[config.mk]
export PLATFORM = sky130hd
export DESIGN_NAME = dmem_ls_unit
export DESIGN_NICKNAME = d
export VERILOG_FILES = /design/src/rtl/dmem_ls_pkg.sv /design/src/rtl/dmem_ls_unit_stack_ptr.sv /design/src/rtl/dmem_ls_unit.sv
export SDC_FILE = /design/constraint.sdc
export NUM_CORES = 1
export LEC_CHECK = 0
export BUFFER_PORTS_ARGS = -buffer_cell sky130_fd_sc_hd__buf_2
export CAP_MARGIN = 20
export CORE_UTILIZATION = 35
export DETAILED_ROUTE_END_ITERATION = 16
export SYNTH_ARGS = -nofsm -noshare
export SYNTH_HDL_FRONTEND = slang
export SYNTH_SLANG_ARGS = --single-unit
export TNS_END_PERCENT = 10
[constraint.sdc]
create_clock -name clk -period 3.3 [get_ports clk]
set_input_delay 0.33 -clock clk [delete_from_list [all_inputs] [get_ports clk]]
set_output_delay 0.33 -clock clk [all_outputs]
set_load 0.01 [all_outputs]
[src/rtl/dmem_ls_pkg.sv]
// Shared types and default stack bounds for the data-memory load/store unit.
// Opcode and state encodings live here so the bench and sub-modules agree.
package dmem_ls_pkg;

    localparam logic [7:0] STACK_BASE_DEF  = 8'hFF;
    localparam logic [7:0] STACK_LIMIT_DEF = 8'hC0;

    typedef enum logic [2:0] {
        OP_NOP   = 3'd0,
        OP_LOAD  = 3'd1,
        OP_STORE = 3'd2,
        OP_PUSH  = 3'd3,
        OP_POP   = 3'd4,
        OP_COPY  = 3'd5,
        OP_RSV6  = 3'd6,
        OP_RSV7  = 3'd7
    } ls_op_t;

    typedef enum logic [2:0] {
        ST_IDLE    = 3'd0,
        ST_EXEC    = 3'd1,
        ST_COPY_RD = 3'd2,
        ST_COPY_WR = 3'd3,
        ST_RESP    = 3'd4
    } ls_state_t;

    // A COPY of zero bytes is handled as a single-cycle EXEC like the simple ops.
    function automatic logic copy_needs_loop(ls_op_t op, logic [7:0] len);
        return (op == OP_COPY) && (len != 8'd0);
    endfunction

endpackage

[src/rtl/dmem_ls_unit_stack_ptr.sv]
// Stack pointer register for the load/store unit.
// Grows downward from STACK_BASE; full once it has dropped below STACK_LIMIT.
module ls_stack_ptr
    import dmem_ls_pkg::*;
#(
    parameter logic [7:0] STACK_BASE  = STACK_BASE_DEF,
    parameter logic [7:0] STACK_LIMIT = STACK_LIMIT_DEF
) (
    input  logic       clk,
    input  logic       srst,
    input  logic       push_ok,
    input  logic       pop_ok,
    output logic [7:0] sp,
    output logic       stk_full,
    output logic       stk_empty
);

    logic [7:0] sp_reg;

    always_ff @(posedge clk) begin
        if (srst) begin
            sp_reg <= STACK_BASE;
        end else if (push_ok) begin
            sp_reg <= sp_reg - 8'd1;
        end else if (pop_ok) begin
            sp_reg <= sp_reg + 8'd1;
        end
    end

    assign sp        = sp_reg;
    assign stk_full  = (sp_reg < STACK_LIMIT);
    assign stk_empty = (sp_reg == STACK_BASE);

endmodule

[src/rtl/dmem_ls_unit.sv]
// Load/store front end for a 256x8 data memory with combinational read.
// Handles LOAD/STORE/PUSH/POP in one EXEC cycle and COPY as a read/write byte loop.
module dmem_ls_unit
    import dmem_ls_pkg::*;
#(
    parameter logic [7:0] STACK_BASE  = STACK_BASE_DEF,
    parameter logic [7:0] STACK_LIMIT = STACK_LIMIT_DEF
) (
    input  logic       clk,
    input  logic       reset,
    input  logic       req_valid,
    output logic       req_ready,
    input  logic [2:0] req_op,
    input  logic [7:0] req_addr,
    input  logic [7:0] req_dst,
    input  logic [7:0] req_len,
    input  logic [7:0] req_data,
    output logic       rsp_valid,
    output logic [7:0] rsp_data,
    output logic       rsp_err,
    output logic [7:0] sp,
    output logic [7:0] mem_addr,
    output logic       mem_wr_en,
    output logic [7:0] mem_wdata,
    input  logic [7:0] mem_rdata
);

    ls_state_t  state_reg;
    ls_op_t     op_reg;
    ls_op_t     req_op_cast;
    logic [7:0] addr_reg;
    logic [7:0] dst_reg;
    logic [7:0] len_reg;
    logic [7:0] data_reg;
    logic [7:0] idx_reg;
    logic [7:0] idx_next;
    logic [7:0] buf_reg;
    logic [7:0] rsp_data_reg;
    logic       rsp_err_reg;
    logic       wr_req;
    logic       stk_full;
    logic       stk_empty;
    logic       push_ok;
    logic       pop_ok;

    assign req_op_cast = ls_op_t'(req_op);
    assign idx_next    = idx_reg + 8'd1;

    assign push_ok = (state_reg == ST_EXEC) && (op_reg == OP_PUSH) && !stk_full;
    assign pop_ok  = (state_reg == ST_EXEC) && (op_reg == OP_POP)  && !stk_empty;

    ls_stack_ptr #(
        .STACK_BASE  (STACK_BASE),
        .STACK_LIMIT (STACK_LIMIT)
    ) u_stack_ptr (
        .clk       (clk),
        .srst      (reset),
        .push_ok   (push_ok),
        .pop_ok    (pop_ok),
        .sp        (sp),
        .stk_full  (stk_full),
        .stk_empty (stk_empty)
    );

    // Memory port is a pure decode of the state and latched request fields.
    always_comb begin
        mem_addr  = 8'h00;
        mem_wdata = 8'h00;
        wr_req    = 1'b0;
        case (state_reg)
            ST_EXEC: begin
                case (op_reg)
                    OP_LOAD: begin
                        mem_addr = addr_reg;
                    end
                    OP_STORE: begin
                        mem_addr  = addr_reg;
                        mem_wdata = data_reg;
                        wr_req    = 1'b1;
                    end
                    OP_PUSH: begin
                        if (!stk_full) begin
                            mem_addr  = sp;
                            mem_wdata = data_reg;
                            wr_req    = 1'b1;
                        end
                    end
                    OP_POP: begin
                        if (!stk_empty) begin
                            mem_addr = sp + 8'd1;
                        end
                    end
                    default: begin
                    end
                endcase
            end
            ST_COPY_RD: begin
                mem_addr = addr_reg + idx_reg;
            end
            ST_COPY_WR: begin
                mem_addr  = dst_reg + idx_reg;
                mem_wdata = buf_reg;
                wr_req    = 1'b1;
            end
            default: begin
            end
        endcase
    end

    // A reset landing mid-COPY must not let the in-flight byte reach memory.
    assign mem_wr_en = wr_req && !reset;

    always_ff @(posedge clk) begin
        if (reset) begin
            state_reg    <= ST_IDLE;
            op_reg       <= OP_NOP;
            addr_reg     <= 8'h00;
            dst_reg      <= 8'h00;
            len_reg      <= 8'h00;
            data_reg     <= 8'h00;
            idx_reg      <= 8'h00;
            buf_reg      <= 8'h00;
            rsp_data_reg <= 8'h00;
            rsp_err_reg  <= 1'b0;
        end else begin
            case (state_reg)
                ST_IDLE: begin
                    if (req_valid) begin
                        op_reg       <= req_op_cast;
                        addr_reg     <= req_addr;
                        dst_reg      <= req_dst;
                        len_reg      <= req_len;
                        data_reg     <= req_data;
                        idx_reg      <= 8'h00;
                        rsp_data_reg <= 8'h00;
                        rsp_err_reg  <= 1'b0;
                        state_reg    <= copy_needs_loop(req_op_cast, req_len) ?
                                        ST_COPY_RD : ST_EXEC;
                    end
                end
                ST_EXEC: begin
                    case (op_reg)
                        OP_LOAD: begin
                            rsp_data_reg <= mem_rdata;
                        end
                        OP_PUSH: begin
                            if (stk_full) begin
                                rsp_err_reg <= 1'b1;
                            end
                        end
                        OP_POP: begin
                            if (stk_empty) begin
                                rsp_err_reg <= 1'b1;
                            end else begin
                                rsp_data_reg <= mem_rdata;
                            end
                        end
                        OP_NOP, OP_STORE, OP_COPY: begin
                        end
                        default: begin
                            rsp_err_reg <= 1'b1;
                        end
                    endcase
                    state_reg <= ST_RESP;
                end
                ST_COPY_RD: begin
                    buf_reg   <= mem_rdata;
                    state_reg <= ST_COPY_WR;
                end
                ST_COPY_WR: begin
                    idx_reg   <= idx_next;
                    state_reg <= (idx_next == len_reg) ? ST_RESP : ST_COPY_RD;
                end
                ST_RESP: begin
                    state_reg <= ST_IDLE;
                end
                default: begin
                    state_reg <= ST_IDLE;
                end
            endcase
        end
    end

    assign req_ready = (state_reg == ST_IDLE);
    assign rsp_valid = (state_reg == ST_RESP);
    assign rsp_data  = rsp_data_reg;
    assign rsp_err   = rsp_err_reg;

endmodule
==> flow_summary_export.csv <==
group,metric,value,unit
status,status,"complete, no violations",
drt,ant_nets,0,
drt,drt-initial-drc-count,301,
clocking,clkTransAtPathRegs,80,ps
drt,wl,10900,um
die,initial_core_util,0.361,
global_route,groute.usage.overall,0.195,
timing,finalSetupViolations,0,
power_and_ir_drop,powerDensity,399,nW/um2
logic_synthesis,synthCells,515,
drt,avgViaCountPerCell,5.38,
timing,maxSlewHeadroom,0.414,
timing,slew_viol_final,0,
worst_setup_path,critPathMaxStageDelay,440,ps
clocking,cts_buffer_depth,2,
worst_setup_path,critPathRequiredTime,2970,ps
global_route,grt_overflow,0,
final_layout,layout.nets,638,
worst_setup_path,cp_max_fo,9,
final_layout,n_antenna_cell,0,
worst_setup_path,critPathTopFamily,"compound AO/OA/AOI/OAI gates",
worst_setup_path,cp_common_cell,"nand2_1",
clocking,cts_made_buffers,9,
power_and_ir_drop,cellLeakagePower,1.99,nW
die,rows,38,
drt,vias,3903,
clocking,clk-insertion-delay-late,350,ps
global_route,antenna_found_initial,0,
worst_setup_path,arrival,2780,ps
power_and_ir_drop,ir_drop,0.000199,V
job,drv_cap,0,
drt,drc_errors,0,
timing,whs,206,ps
placement,dp_slack,331,ps
worst_setup_path,crit_buf_inv,1,
die,die_area,11700,um2
logic_synthesis,syn_avg_cell_area,7.64,um2
logic_synthesis,synth_nets,573,
final_layout,drive_above_1_share,0.202,
timing,rsz0062_at_grt,"false",
clocking,cts_tree,"built",
logic_synthesis,synth_cell_type_count,61,
placement,portBuffers,81,
worst_setup_path,path_class,"reg2out",
global_route,grt_pass1_vias,3756,
die,die_x,108,um
die,dieHeight,108,um
logic_synthesis,ys_seq_area_frac,0.361,
global_route,grt_pass1_wl,17800,um
placement,hpwlAfterDp,7850,um
timing,worst_slew_pin_slew,879,ps
timing,period_share,0.942,
clocking,htree_levels,3,
timing,final.setup_skew,7.32,ps
final_layout,final_common_cell,"nand2_1",
clocking,cts_sinks,71,
logic_synthesis,async_flop_share,0,
min_path,hold_class,"in2reg",
worst_setup_path,crit_path_start_kind,"register",
timing,post-route-worst-setup-slack,193,ps
worst_setup_path,cp_slowest_cell,"dfxtp_2",
clocking,cts-root-buf,"clkbuf_8",
timing,hold_viol,0,
timing,min_period,3110,ps
drt,wl_per_cell,15.1,um
worst_setup_path,path_cells,"nand3b_1 -> nand2_1 -> nand2_1 -> ha_1 -> a21o_1 -> a221oi_2 -> o21ai_0 -> xnor2_1 -> o22ai_1 -> buf_2",
logic_synthesis,synth_edf_count,0,
logic_synthesis,yosysWarningCount,0,
final_layout,stdcell_count,725,
timing,fin_tns_setup,0,ps
logic_synthesis,synthFlopType,"dfxtp_1",
logic_synthesis,synth_area,3930,um2
drt,first_pass_iters,5,
final_layout,syn_to_final_growth,17.7,%
timing,fmax,322,MHz
die,io_pins,82,
global_route,grt_max_degree,46,
worst_setup_path,crit_path_end_kind,"output pin",
logic_synthesis,synth_seq_cells,71,
die,core_area,10900,um2
placement,gp_congestion,0.835,
placement,placedCellCount,707,
clocking,cts_hold_buf,0,
final_layout,mostFrequentLayoutCells,"nand2_1, buf_2, a21oi_1",
==> report_power, final <==
group / internal [mW] / switching (mW) / leakage (nW)
Sequential: 0.893 / 0.0335 / 0.579
Combinational: 0.0980 / 0.151 / 1.32
Clock: 0.318 / 0.352 / 0.0882
Total: 1.31 / 0.537 / 1.99
==> synth_stat cells, types with 3 or more instances <==
| master | count | area, um2 |
|---|---|---|
| nand2_1 | 116 | 435 |
| a21oi_1 | 71 | 355 |
| dfxtp_1 | 71 | 1420 |
| nor2_1 | 27 | 101 |
| clkbuf_1 | 25 | 93.8 |
| nand3_1 | 22 | 110 |
| o21ai_0 | 20 | 100 |
| xnor2_1 | 12 | 105 |
| ha_1 | 11 | 138 |
| nand2b_1 | 11 | 68.8 |
| xor2_1 | 11 | 96.3 |
| buf_2 | 10 | 50.1 |
| inv_1 | 10 | 37.5 |
| o22ai_1 | 9 | 56.3 |
| a22o_1 | 8 | 70.1 |
| and3_1 | 6 | 37.5 |
| a21o_1 | 5 | 37.5 |
| a31oi_1 | 4 | 25.0 |
| nand4_1 | 4 | 25.0 |
| nor3_1 | 4 | 20.0 |
| a221oi_1 | 3 | 26.3 |
| a222oi_1 | 3 | 30.0 |
| mux2i_1 | 3 | 30.0 |
| nand3b_1 | 3 | 22.5 |
| nor4_1 | 3 | 18.8 |
==> timing repair <==
item / CTS / global route
gates resized for setup: 1 / 4
endpoints found under the setup margin: 2 / 4
buffers inserted: 1 / 1
pin swaps: 1 / 1
endpoints found under the hold margin: 0 / 0
==> worst min-delay path, stage by stage <==
cell     delay (ps)
buf_2            90
nand2_1          40
a21oi_1          50
==> worst paths after layout <==
kind / from / end / slack (ps) / cells past startpoint
max: state_reg[1] / mem_addr[7] / 190 / 10
min: req_data[7] / data_reg[7] / 210 / 3
max reg2reg: u_stack_ptr.sp[0] / u_stack_ptr.sp[1] / 1180 / 6
min reg2reg: data_reg[7] / data_reg[7] / 460 / 2
==> stage by stage <==
stage | power, mW | utilization | instance area, um2
2_1_floorplan | 1.11 | - | 3930
3_3_place_gp | 1.19 | 0.405 | 4410
3_5_place_dp | 1.20 | 0.405 | 4410
4_1_cts | 1.87 | 0.423 | 4610
5_1_grt | 1.94 | 0.425 | 4630
6_report | 1.85 | 0.425 | 4630
==> final cells by class <==
class,instances,area (um2)
repair buffers,90,473
fillers,1169,6260
inverters,10,37.5
clock inverters,5,40.0
flip-flops and latches,71,1420
multi-input cells,398,2330
well taps,140,175
clock buffers,11,151
==> cell families after synthesis <==
family,count (synthesis),synth area share
and+or+nand+nor,212,0.251
AOI/OAI and AO/OA,147,0.237
DFF,71,0.361
buffers and inverters,46,0.0490
xor gates and xnor gates,23,0.0512
adders and majority gates,12,0.0401
muxes,4,0.0105
==> per-layer routing <==
layer	wire (um)	track usage	part of all wire	vias up
li1	-	-	-	1937
met1	5110	0.252	0.47	1823
met2	5040	0.322	0.46	125
met3	594	0.0398	0.054	18
met4	182	0.0656	0.017	0
met5	0	0	0	-
Power figures use the tool's default switching activity.
